$ cat config.mk
export PLATFORM = sky130hd
export DESIGN_NAME = regfile_wb_arbiter
export DESIGN_NICKNAME = d
export VERILOG_FILES = /design/src/rtl/regfile_wb_arbiter.sv
export SDC_FILE = /design/constraint.sdc
export NUM_CORES = 1
export LEC_CHECK = 0
export ABC_AREA = 1
export BUFFER_PORTS_ARGS = -buffer_cell sky130_fd_sc_hd__clkbuf_2
export CAP_MARGIN = 10
export CORE_MARGIN = 3
export CORE_UTILIZATION = 40
export CTS_CLUSTER_DIAMETER = 40
export DETAILED_ROUTE_END_ITERATION = 6
export PLACE_DENSITY = 0.74
export SYNTH_ARGS = -nofsm -noshare
export SYNTH_HDL_FRONTEND = slang
export SYNTH_SLANG_ARGS = --single-unit
$ cat constraint.sdc
create_clock -name clk -period 1.1 [get_ports clk]
set_input_delay 0.11 -clock clk [delete_from_list [all_inputs] [get_ports clk]]
set_output_delay 0.11 -clock clk [all_outputs]
set_load 0.01 [all_outputs]
$ cat src/rtl/regfile_wb_arbiter.sv
// Write-port arbiter sharing the regfile write port between the WB stage and the MDU.
// Build option REGFILE_ARB_STARVE_GUARD_EN adds the MDU starvation guard (counter + FORCE_MD).
module regfile_wb_arbiter #(
  parameter int DW         = 32,
  parameter int AW         = 5,
  parameter int STARVE_MAX = 4
) (
  input  logic          clk,
  input  logic          rst,
  input  logic          wb_valid,
  input  logic [AW-1:0] wb_rd,
  input  logic [DW-1:0] wb_data,
  output logic          wb_ready,
  input  logic          md_valid,
  input  logic [AW-1:0] md_rd,
  input  logic [DW-1:0] md_data,
  output logic          md_ready,
  output logic          regwrite,
  output logic [AW-1:0] rd,
  output logic [DW-1:0] write_data,
  output logic          grant_md
);

  if (STARVE_MAX < 1 || STARVE_MAX > 15) begin : g_bad_starve_max
    $error("regfile_wb_arbiter: STARVE_MAX must be in 1..15");
  end

  logic          wb_xfer;
  logic          md_xfer;
  logic          regwrite_q, regwrite_d;
  logic [AW-1:0] rd_q, rd_d;
  logic [DW-1:0] write_data_q, write_data_d;
  logic          grant_md_q, grant_md_d;

  assign wb_xfer = wb_valid && wb_ready;
  assign md_xfer = md_valid && md_ready;

`ifdef REGFILE_ARB_STARVE_GUARD_EN
  localparam logic [0:0] ST_NORMAL   = 1'b0;
  localparam logic [0:0] ST_FORCE_MD = 1'b1;
  localparam logic [3:0] STARVE_LIMIT = 4'(STARVE_MAX);

  logic [0:0] state_q, state_d;
  logic [3:0] starve_q, starve_d;
  logic       md_denied;

  always_comb begin
    wb_ready = 1'b0;
    md_ready = 1'b0;
    if (!rst) begin
      if (state_q == ST_FORCE_MD) begin
        md_ready = 1'b1;
      end else begin
        wb_ready = 1'b1;
        md_ready = !wb_valid;
      end
    end
  end

  assign md_denied = md_valid && !md_ready;

  // Counter only grows while the MDU is actually waiting; any transfer or idle cycle restarts it.
  always_comb begin
    state_d  = state_q;
    starve_d = md_denied ? starve_q + 4'd1 : 4'd0;
    case (state_q)
      ST_NORMAL: begin
        if (md_denied && (starve_q + 4'd1 == STARVE_LIMIT)) begin
          state_d = ST_FORCE_MD;
        end
      end
      ST_FORCE_MD: begin
        if (md_xfer || !md_valid) begin
          state_d = ST_NORMAL;
        end
      end
      default: state_d = ST_NORMAL;
    endcase
  end

  always_ff @(posedge clk or posedge rst) begin
    if (rst) begin
      state_q  <= ST_NORMAL;
      starve_q <= 4'd0;
    end else begin
      state_q  <= state_d;
      starve_q <= starve_d;
    end
  end
`else
  always_comb begin
    wb_ready = !rst;
    md_ready = !rst && !wb_valid;
  end
`endif

  // r0 writes are accepted and still update rd/write_data, but never raise regwrite.
  always_comb begin
    regwrite_d   = 1'b0;
    rd_d         = rd_q;
    write_data_d = write_data_q;
    grant_md_d   = grant_md_q;
    if (wb_xfer) begin
      regwrite_d   = (wb_rd != '0);
      rd_d         = wb_rd;
      write_data_d = wb_data;
      grant_md_d   = 1'b0;
    end else if (md_xfer) begin
      regwrite_d   = (md_rd != '0);
      rd_d         = md_rd;
      write_data_d = md_data;
      grant_md_d   = 1'b1;
    end
  end

  always_ff @(posedge clk or posedge rst) begin
    if (rst) begin
      regwrite_q   <= 1'b0;
      rd_q         <= '0;
      write_data_q <= '0;
      grant_md_q   <= 1'b0;
    end else begin
      regwrite_q   <= regwrite_d;
      rd_q         <= rd_d;
      write_data_q <= write_data_d;
      grant_md_q   <= grant_md_d;
    end
  end

  assign regwrite   = regwrite_q;
  assign rd         = rd_q;
  assign write_data = write_data_q;
  assign grant_md   = grant_md_q;

endmodule

# [Word level (Yosys, flattened, before mapping)]
# Cells that the tools add are included.
[classes] n_reduce_logical=8 n_mux=8
[op_table] op="two-way mux 32 bit" count=2
[op_table] op="two-way mux 5 bit" count=2
[op_table] op="nonzero test 5 bit" count=2
[op_table] op="two-way mux 1 bit" count=4
[op_table] op="logical AND 1 bit" count=3
[op_table] op="zero test 1 bit" count=2
[op_table] op="nonzero test 2 bit" count=1
[totals] output_inout_bits=41 reg_bits=39 word_cells=20 in_bits=78

# [Longest topological paths before layout]
# Gate-level depths: netlist of the first run.
[logic_depth] word_depth=5 mapped_depth=8 mapped_depth_nobuf=6

# [Least setup slack after synthesis of the first run]
# No wires, ideal clock.
[synth_timing] path_kind="input port to flip-flop" from="input port rst" to="register write_data_q[10], in the netlist write_data[10]" setup_time_ns=0.065 n_path_buf=1 required_ns=1.035 cell_stages=6 path_slack_ns=-0.123 arrival_ns=1.158 path_cell_list="inv_1 buf_2 nand3_1 nand2_1 nand2_1 nand2_1"
[synth_via] elab_chain_cells=4 word_cells_on_any_way=6 cone_classes="mux (1); reduce/logical (5)"
[synth_rtl] element="start: declaration" line="9" rtl="input logic rst,"
[synth_rtl] element="zero test 1 bit (no source line) *"
[synth_rtl] element="named net wb_ready" line="13" rtl="output logic wb_ready,"
[synth_rtl] element="logical AND 1 bit" line="93" rtl="md_ready = !rst && !wb_valid;"
[synth_rtl] element="logical AND 1 bit" line="36" rtl="assign md_xfer = md_valid && md_ready;"
[synth_rtl] element="nonzero test 2 bit (no source line)"
[synth_rtl] element="end signal: assignment" line="125" rtl="write_data_q <= write_data_d;"
[synth_rtl] element="end: declaration" line="32" rtl="logic [DW-1:0] write_data_q, write_data_d;"
# Mark *: on every way through the listed nets, which the timed path passes. The rest lies on a longest branch.
# A chain may end at the register's enable or synchronous reset.

# [Worst setup path after layout of the first run]
[layout_timing] from="register rd_q[4], in the netlist rd[4]" to="output port rd[4]"
[layout_lines] element="start: declaration" line="31" rtl="logic [AW-1:0] rd_q, rd_d;"
[layout_lines] element="start signal: assignment" line="124" rtl="rd_q <= rd_d;"
[layout_lines] element="end: declaration" line="19" rtl="output logic [AW-1:0] rd,"
# No word-level cell between the ends.

==> impl_summary.log, run 1 <==
[metrics] number of H-tree levels: 2
[metrics] end-of-flow core utilization: 0.583
[metrics] Worst Hold Slack: -0.0996 ns
[metrics] leakage dissipation: 0.00179 uW
[metrics] growth of design area from synthesis to finish: 37.7%
[metrics] WL per Instance: 11.4 um
[metrics] sequence of cells on the critical path: clkbuf_2
[metrics] post-synth top area cell: sky130_fd_sc_hd__dfrtp_1
[metrics] first-pass iteration count of the detailed router: 4
[metrics] final estimated routing congestion in global placement: 0.781
[metrics] number of instances in the synthesized netlist: 300
[metrics] synthesized area: 2050 um^2
[metrics] pin count of the biggest net entering global routing: 44
[metrics] most frequent cell after synthesis: sky130_fd_sc_hd__nand2_1
[metrics] io pins: 119
[metrics] number of buffers added to fix hold violations after cts: 2
[metrics] mean post-synth cell area: 6.84 um^2
[metrics] dominant combinational cell family by area after synthesis: simple AND/OR/NAND/NOR gates
[metrics] total number of vias: between 2000 and 2500
[metrics] Initial Utilization: 0.423
[metrics] post-route design area: 2830 um^2
[metrics] fraction of layout instances using a drive strength above 1: 0.329
[metrics] Worst EP arrival: 0.82 ns
[metrics] synth top area cells: sky130_fd_sc_hd__dfrtp_1 (48%), sky130_fd_sc_hd__nand2_1 (35%), sky130_fd_sc_hd__nand3_1 (9.3%)
[metrics] category of the most critical setup path: flop to output port
[metrics] fraction of synthesized area in multiplexers: 0
[metrics] RR Startpoint: write_data[10]
[metrics] syn nets: 378
[metrics] kind of end point of the critical path: output port
[metrics] Worst-Skew Late Latency: approximately 0.28 ns
[metrics] Max Clock Freq: 1.08 GHz
[metrics] Tot GR Track Use: 0.190
[metrics] clock tree from TritonCTS: yes
[metrics] failing checks: hold timing
[metrics] reported max-cap violation count: 0
[metrics] Clock Root Buffer: sky130_fd_sc_hd__clkbuf_8
[metrics] time the worst path needs with I/O delays and setup: 0.929 ns
[metrics] placed inst area: 2700 um^2
[metrics] Iteration-0 DRC Markers: 92
[metrics] Power Density: between 1000 and 1500 nW/um^2
[metrics] number of clock sinks: 39
[metrics] xor and xnor fraction of the mapped netlist area: 0
[metrics] Compound-Gate Fraction of Synth Area: 0.00244
[metrics] depth of the worst register-to-register path: 2
[metrics] ranking of synthesized cells by instance count: sky130_fd_sc_hd__nand2_1 (192), sky130_fd_sc_hd__dfrtp_1 (39), sky130_fd_sc_hd__nand3_1 (38)
[metrics] Routed Antenna Nets: 0
[metrics] height of the die: just under 80 um
[metrics] number of hold violations in the final report: 30
[metrics] Max FO, Critical Path: 2
[metrics] data required time at the worst endpoint: 0.99 ns
[metrics] CP startpoint kind: flop
[metrics] number of flops mapped to enable cells by yosys: 0
[metrics] final routed DRC violation total: 0
[metrics] number of buffers inserted to repair setup after CTS: 0
[metrics] die width: 77.6 um
[metrics] setup repair after global routing missed its margin: no
[metrics] Yosys warnings: 0
[metrics] final critical-path share of the clock period: 0.845
[metrics] count of placed standard cells in the final layout, fillers left out: 483
[metrics] Worst Hold Class: primary input to asynchronous set/reset pin
[metrics] area fraction in and, or, nand and nor cells after synthesis: 0.456
[metrics] total grt overflow: 0
[metrics] clock slew at reported path FFs: 0.07 ns
[metrics] proportion of register bits with asynchronous set or reset after synthesis: 1.00
[metrics] synthesized-area fraction occupied by adder cells: 0
[metrics] initial antenna violation count: 0
[metrics] R2R Setup Slk: 0.45 ns
[metrics] area enclosed by the die boundary: 6030 um^2
[metrics] Yosys top cell area share: 0.475
[metrics] flop and latch count out of synthesis: 39
[metrics] maximum vdd ir drop: 0.629 mV
[metrics] kind of cell adding the most delay to the critical path: flip-flops
[metrics] number of buffers and inverters on the critical path: 1
[metrics] detailed placement HPWL: 3940 um
[metrics] number of cell rows: 25
[metrics] CP peak stage delay: 0.40 ns
[metrics] Port Buf Inserts: 118
[metrics] critical path's slowest cell: sky130_fd_sc_hd__dfrtp_1
[metrics] vias in the first global route: roughly 2100
[metrics] number of diodes added for antenna fixing: 0
[metrics] primary flip-flop cell chosen by synthesis mapping: sky130_fd_sc_hd__dfrtp_1
[metrics] post-synthesis sequential area ratio: 0.475
[metrics] total instance count after detailed placement: 474
[metrics] post-CTS resize count: 0
[metrics] Finish-stage setup viols: 0
[metrics] count of final max-slew check failures: 0
[metrics] Routed WL: 5490 um
[metrics] run status: finished with violations
[metrics] Setup TNS Final: 0 ns
[metrics] worst flop-to-flop path endpoint: write_data[10]
[metrics] count of unique library cells instantiated by Yosys: 11
[metrics] drt via density: approximately 4.6
[metrics] number of nets in the layout: 493
[metrics] global-route wire length before repair: 9400 um
[metrics] clock tree skew after final layout: 0 ns
[metrics] maximum buffer depth of the clock tree: 2
[metrics] remaining max-slew budget at the tightest pin: 0.603
[metrics] Std-Cell Core Area: 4850 um^2
[metrics] Worst Max-Slew Pin Slew: approximately 0.59 ns
[metrics] number of buffers created by CTS: 5
[flip-flops by register name, summed over array words and instances, names as in the netlist]
register / cells
regwrite: 1
write_data: 32
rd: 5
grant_md: 1
[metal layers]
layer  vias to the layer above  track usage  routed length (um)
li1                       1152            -                   -
met1                       977        0.248                2530
met2                        97        0.313                2450
met3                         6       0.0406                 443
met4                         0       0.0587                  70
met5                         -            0                   0
[stage by stage]
step	worst slack, ns	power [uW]
global placement	-0.00892	2660
CTS	0.0813	3920
finish	0.171	3860
global route	0.0956	4110
floorplan	0.143	2240
detailed placement	-0.0737	2680
[where the power goes]
group | leakage (uW) | internal, uW | switching (uW)
logic | 0.00125 | 394 | 533
clock network | 0.0000612 | 734 | 476
registers | 0.000484 | 1620 | 102
[cells by family (layout without fill, tap and decap cells)]
logic type / Yosys count / after routing
AND/OR/NAND/NOR: 236 / 236
flip-flops: 39 / 39
buffers and inverters: 24 / 140
AO/OA/AOI/OAI: 1 / 1
[final cells by class]
class	instances	area, um^2
flip-flops and latches	39	976
inverters	5	18.8
fillers	466	2020
multi-input cells	237	946
clock inverters	2	35.0
repair buffers	127	686
clock buffers	6	82.6
well taps	67	83.8
[placed cells by master (no fill, tap or decap)]
cell type,Yosys,routed
sky130_fd_sc_hd__buf_4,9,6
sky130_fd_sc_hd__buf_12,0,2
sky130_fd_sc_hd__clkbuf_2,0,118
sky130_fd_sc_hd__nor2_1,5,5
sky130_fd_sc_hd__nand3b_1,1,1
sky130_fd_sc_hd__nand2_1,192,192
sky130_fd_sc_hd__bufinv_16,0,1
sky130_fd_sc_hd__o21ai_2,0,1
sky130_fd_sc_hd__dlygate4sd3_1,0,1
sky130_fd_sc_hd__nand3_1,38,38
sky130_fd_sc_hd__inv_2,1,2
sky130_fd_sc_hd__dfrtp_1,39,39
sky130_fd_sc_hd__clkbuf_8,0,6
sky130_fd_sc_hd__clkinv_2,0,1
sky130_fd_sc_hd__inv_1,4,3
[worst max-delay path by stage]
stage,slack [ns],startpoint,depth (start not counted),endpoint
2_1_floorplan,0.14,rst,6,write_data[10]
3_3_place_gp,-0.009,rst,6,write_data[30]
3_5_place_dp,-0.07,rst,6,write_data[29]
4_1_cts,0.08,rst,4,write_data[6]
5_1_grt,0.1,rst,4,wb_ready
6_report,0.17,rd[4],1,rd[4]
No activity file was read; power rests on OpenSTA's default activity.
==> run 2, diff against run 1 <==
- CORE_UTILIZATION: 40 -> 39
- PLACE_DENSITY: 0.74 -> 0.75
- clock period: 1.1 -> 0.8 ns (I/O delays scaled with it)
==> impl_summary.log, run 2 (synthesized netlist as in run 1, its figures left out) <==
[metrics] count of final max-slew check failures: 0 (unchanged)
[metrics] R2R Setup Slk: 0 ns (-0.45 ns)
[metrics] Worst Hold Class: primary input to asynchronous set/reset pin
[metrics] Max Clock Freq: 1.11 GHz
[metrics] leakage dissipation: 0.00191 uW (+6.7%)
[metrics] height of the die: 78.6 um (+1.2%)
[metrics] total number of vias: 2321 (+4.0%)
[metrics] final critical-path share of the clock period: 1.13
[metrics] final routed DRC violation total: 0 (unchanged)
[metrics] area enclosed by the die boundary: 6170 um^2 (+2.4%)
[metrics] Worst-Skew Late Latency: 0.28 ns (about the same)
[metrics] maximum buffer depth of the clock tree: 2 (unchanged)
[metrics] Routed WL: 5860 um (+6.8%)
[metrics] drt via density: 4.57 (-1.1%)
[metrics] CP peak stage delay: 0.40 ns (about the same)
[metrics] top library cells by usage in the layout, fill and taps aside: sky130_fd_sc_hd__nand2_1 (190), sky130_fd_sc_hd__clkbuf_2 (116), sky130_fd_sc_hd__dfrtp_1 (39)
[metrics] placed inst area: 2820 um^2 (+4.4%)
[metrics] setup repair after global routing missed its margin: yes
[metrics] reported max-cap violation count: 0 (unchanged)
[metrics] Setup TNS Final: -2.89 ns (-2.89 ns)
[metrics] vias in the first global route: 2205 (+2.7%)
[metrics] global-route wire length before repair: 9960 um (+5.9%)
[metrics] number of H-tree levels: 2 (unchanged)
[metrics] Max FO, Critical Path: 2 (unchanged)
[metrics] clock slew at reported path FFs: 0.08 ns (about the same)
[metrics] number of nets in the layout: 519 (+5.3%)
[metrics] die width: 78.6 um (+1.2%)
[metrics] Tot GR Track Use: 0.199 (+0.00950)
[metrics] number of cell rows: 25 (unchanged)
[metrics] worst flop-to-flop path endpoint: rd[2]
[metrics] depth of the worst register-to-register path: 4 (+2)
[metrics] Clock Root Buffer: sky130_fd_sc_hd__clkbuf_8
[metrics] remaining max-slew budget at the tightest pin: 0.840 (+0.237)
[metrics] kind of cell adding the most delay to the critical path: flip-flops
[metrics] kind of end point of the critical path: output port
[metrics] Power Density: 1700 nW/um^2 (+25%)
[metrics] critical path's slowest cell: sky130_fd_sc_hd__dfrtp_1
[metrics] Routed Antenna Nets: 0 (unchanged)
[metrics] io pins: 119 (unchanged)
[metrics] commonest non-fill, non-tap cell in the layout: sky130_fd_sc_hd__nand2_1
[metrics] clock tree from TritonCTS: yes
[metrics] total grt overflow: 0 (unchanged)
[metrics] CP startpoint kind: flop
[metrics] final estimated routing congestion in global placement: 0.797 (+2.0%)
[metrics] number of clock sinks: 39 (unchanged)
[metrics] fill count: 471 (+1.1%)
[metrics] Initial Utilization: 0.418 (-0.00539)
[metrics] Finish-stage setup viols: 40 (+40)
[metrics] WL per Instance: 11.5 um (+1.5%)
[metrics] category of the most critical setup path: flop to output port
[metrics] sequence of cells on the critical path: clkbuf_2
[metrics] number of flip-flops under the largest register name: 32 (unchanged)
[metrics] number of hold violations in the final report: 0 (-100%)
[metrics] first-pass iteration count of the detailed router: 4 (unchanged)
[metrics] time the worst path needs with I/O delays and setup: approximately 0.90 ns
[metrics] Iteration-0 DRC Markers: 65 (-29%)
[metrics] pin count of the biggest net entering global routing: 25 (-43%)
[metrics] number of diodes added for antenna fixing: 0 (unchanged)
[metrics] detailed placement HPWL: 4460 um (+13%)
[metrics] Std-Cell Core Area: 4910 um^2 (+1.3%)
[metrics] setup ws final: -0.101 ns (-0.272 ns)
[metrics] Port Buf Inserts: 118 (unchanged)
[metrics] clock tree skew after final layout: 0 ns (unchanged)
[metrics] fraction of layout instances using a drive strength above 1: 0.367 (+0.0380)
[metrics] Worst EP arrival: 0.82 ns (about the same)
[metrics] post-route design area: 3030 um^2 (+7.3%)
[metrics] Worst Max-Slew Pin Slew: 0.240 ns (-0.355 ns)
[metrics] maximum vdd ir drop: 0.718 mV (+14%)
[metrics] RR Startpoint: rd[2]
[metrics] run status: finished with violations
[metrics] number of buffers and inverters on the critical path: 1 (unchanged)
[metrics] growth of design area from synthesis to finish: 47.7%
[metrics] data required time at the worst endpoint: 0.72 ns (-0.27 ns)
[metrics] initial antenna violation count: 0 (unchanged)
[metrics] number of buffers created by CTS: 5 (unchanged)
[metrics] failing checks: setup timing
run 2: cell count changes in the layout (fill, tap and decap cells not counted):
cell                            previous run  this run
sky130_fd_sc_hd__nand2_1                 192       190
sky130_fd_sc_hd__clkbuf_2                118       116
sky130_fd_sc_hd__nand2_2                   0         2
sky130_fd_sc_hd__o21ai_2                   1         0
sky130_fd_sc_hd__dlygate4sd3_1             1         3
sky130_fd_sc_hd__bufinv_16                 1         0
sky130_fd_sc_hd__buf_12                    2         3
sky130_fd_sc_hd__buf_2                     0         1
sky130_fd_sc_hd__o21ai_4                   0         1
sky130_fd_sc_hd__buf_4                     6        28
sky130_fd_sc_hd__buf_6                     0         2
run 2: repair_timing:
item	4_1_cts	5_1_grt
hold endpoints to repair	6	0
pin swaps	0	1
gates resized for setup	0	6
buffers inserted	7	4
endpoints found under the setup margin	39	39
hold buffers	3	0
run 2: area by class of cell:
type,count,area [um^2],share of cell area
Clock buffer,6,82.6,0.0272
Clock inverter,1,5.00,0.00165
Inverter,5,18.8,0.00619
Multi-Input combinational cell,237,958,0.316
Sequential cell,39,976,0.322
Tap cell,67,83.8,0.0276
Timing Repair Buffer,153,908,0.300
run 2: worst reg2reg max path: cells and delay by family (launching register included):
family                 cells  cell delay, ns
buffers and inverters      2            0.23
DFF                        1            0.37
and+or+nand+nor            2            0.09
run 2: worst max-delay path by stage:
| stage | start | endpoint | depth (start not counted) |
|---|---|---|---|
| floorplan | rst | write_data[10] | 8 |
| global placement | rst | write_data[29] | 8 |
| detailed placement | rst | write_data[25] | 8 |
| CTS | write_data[0] | write_data[0] | 1 |
| global route | write_data[31] | write_data[31] | 1 |
| finish | rd[4] | rd[4] | 1 |
run 2: power by group:
part	leakage (uW)	internal, uW	switching, uW
Sequential	0.000484	2230	144
Clock	0.0000470	676	625
Combinational	0.00138	705	779
Total	0.00191	3610	1550
run 2: per-layer routing:
metal	global-route usage	up-vias	part of all wire
met5	0	-	0
met4	0.0577	0	0.0073
met3	0.0390	4	0.075
met2	0.331	100	0.46
met1	0.262	1018	0.46
li1	-	1199	-
run 2: through the flow:
step / instances / hold WS [ns] / worst slack [ns] / total power (uW) / utilization
final: 508 / 0.0408 / -0.101 / 5160 / 0.618
after floorplan: 300 / 0.0553 / 0.000174 / 3090 / -
after detailed placement: 487 / 0.146 / -0.164 / 3770 / 0.574
after global placement: 487 / 0.125 / -0.121 / 3730 / 0.574
after global routing: 508 / 0.0803 / -0.137 / 5500 / 0.618
after CTS: 504 / 0.0359 / -0.108 / 5160 / 0.608
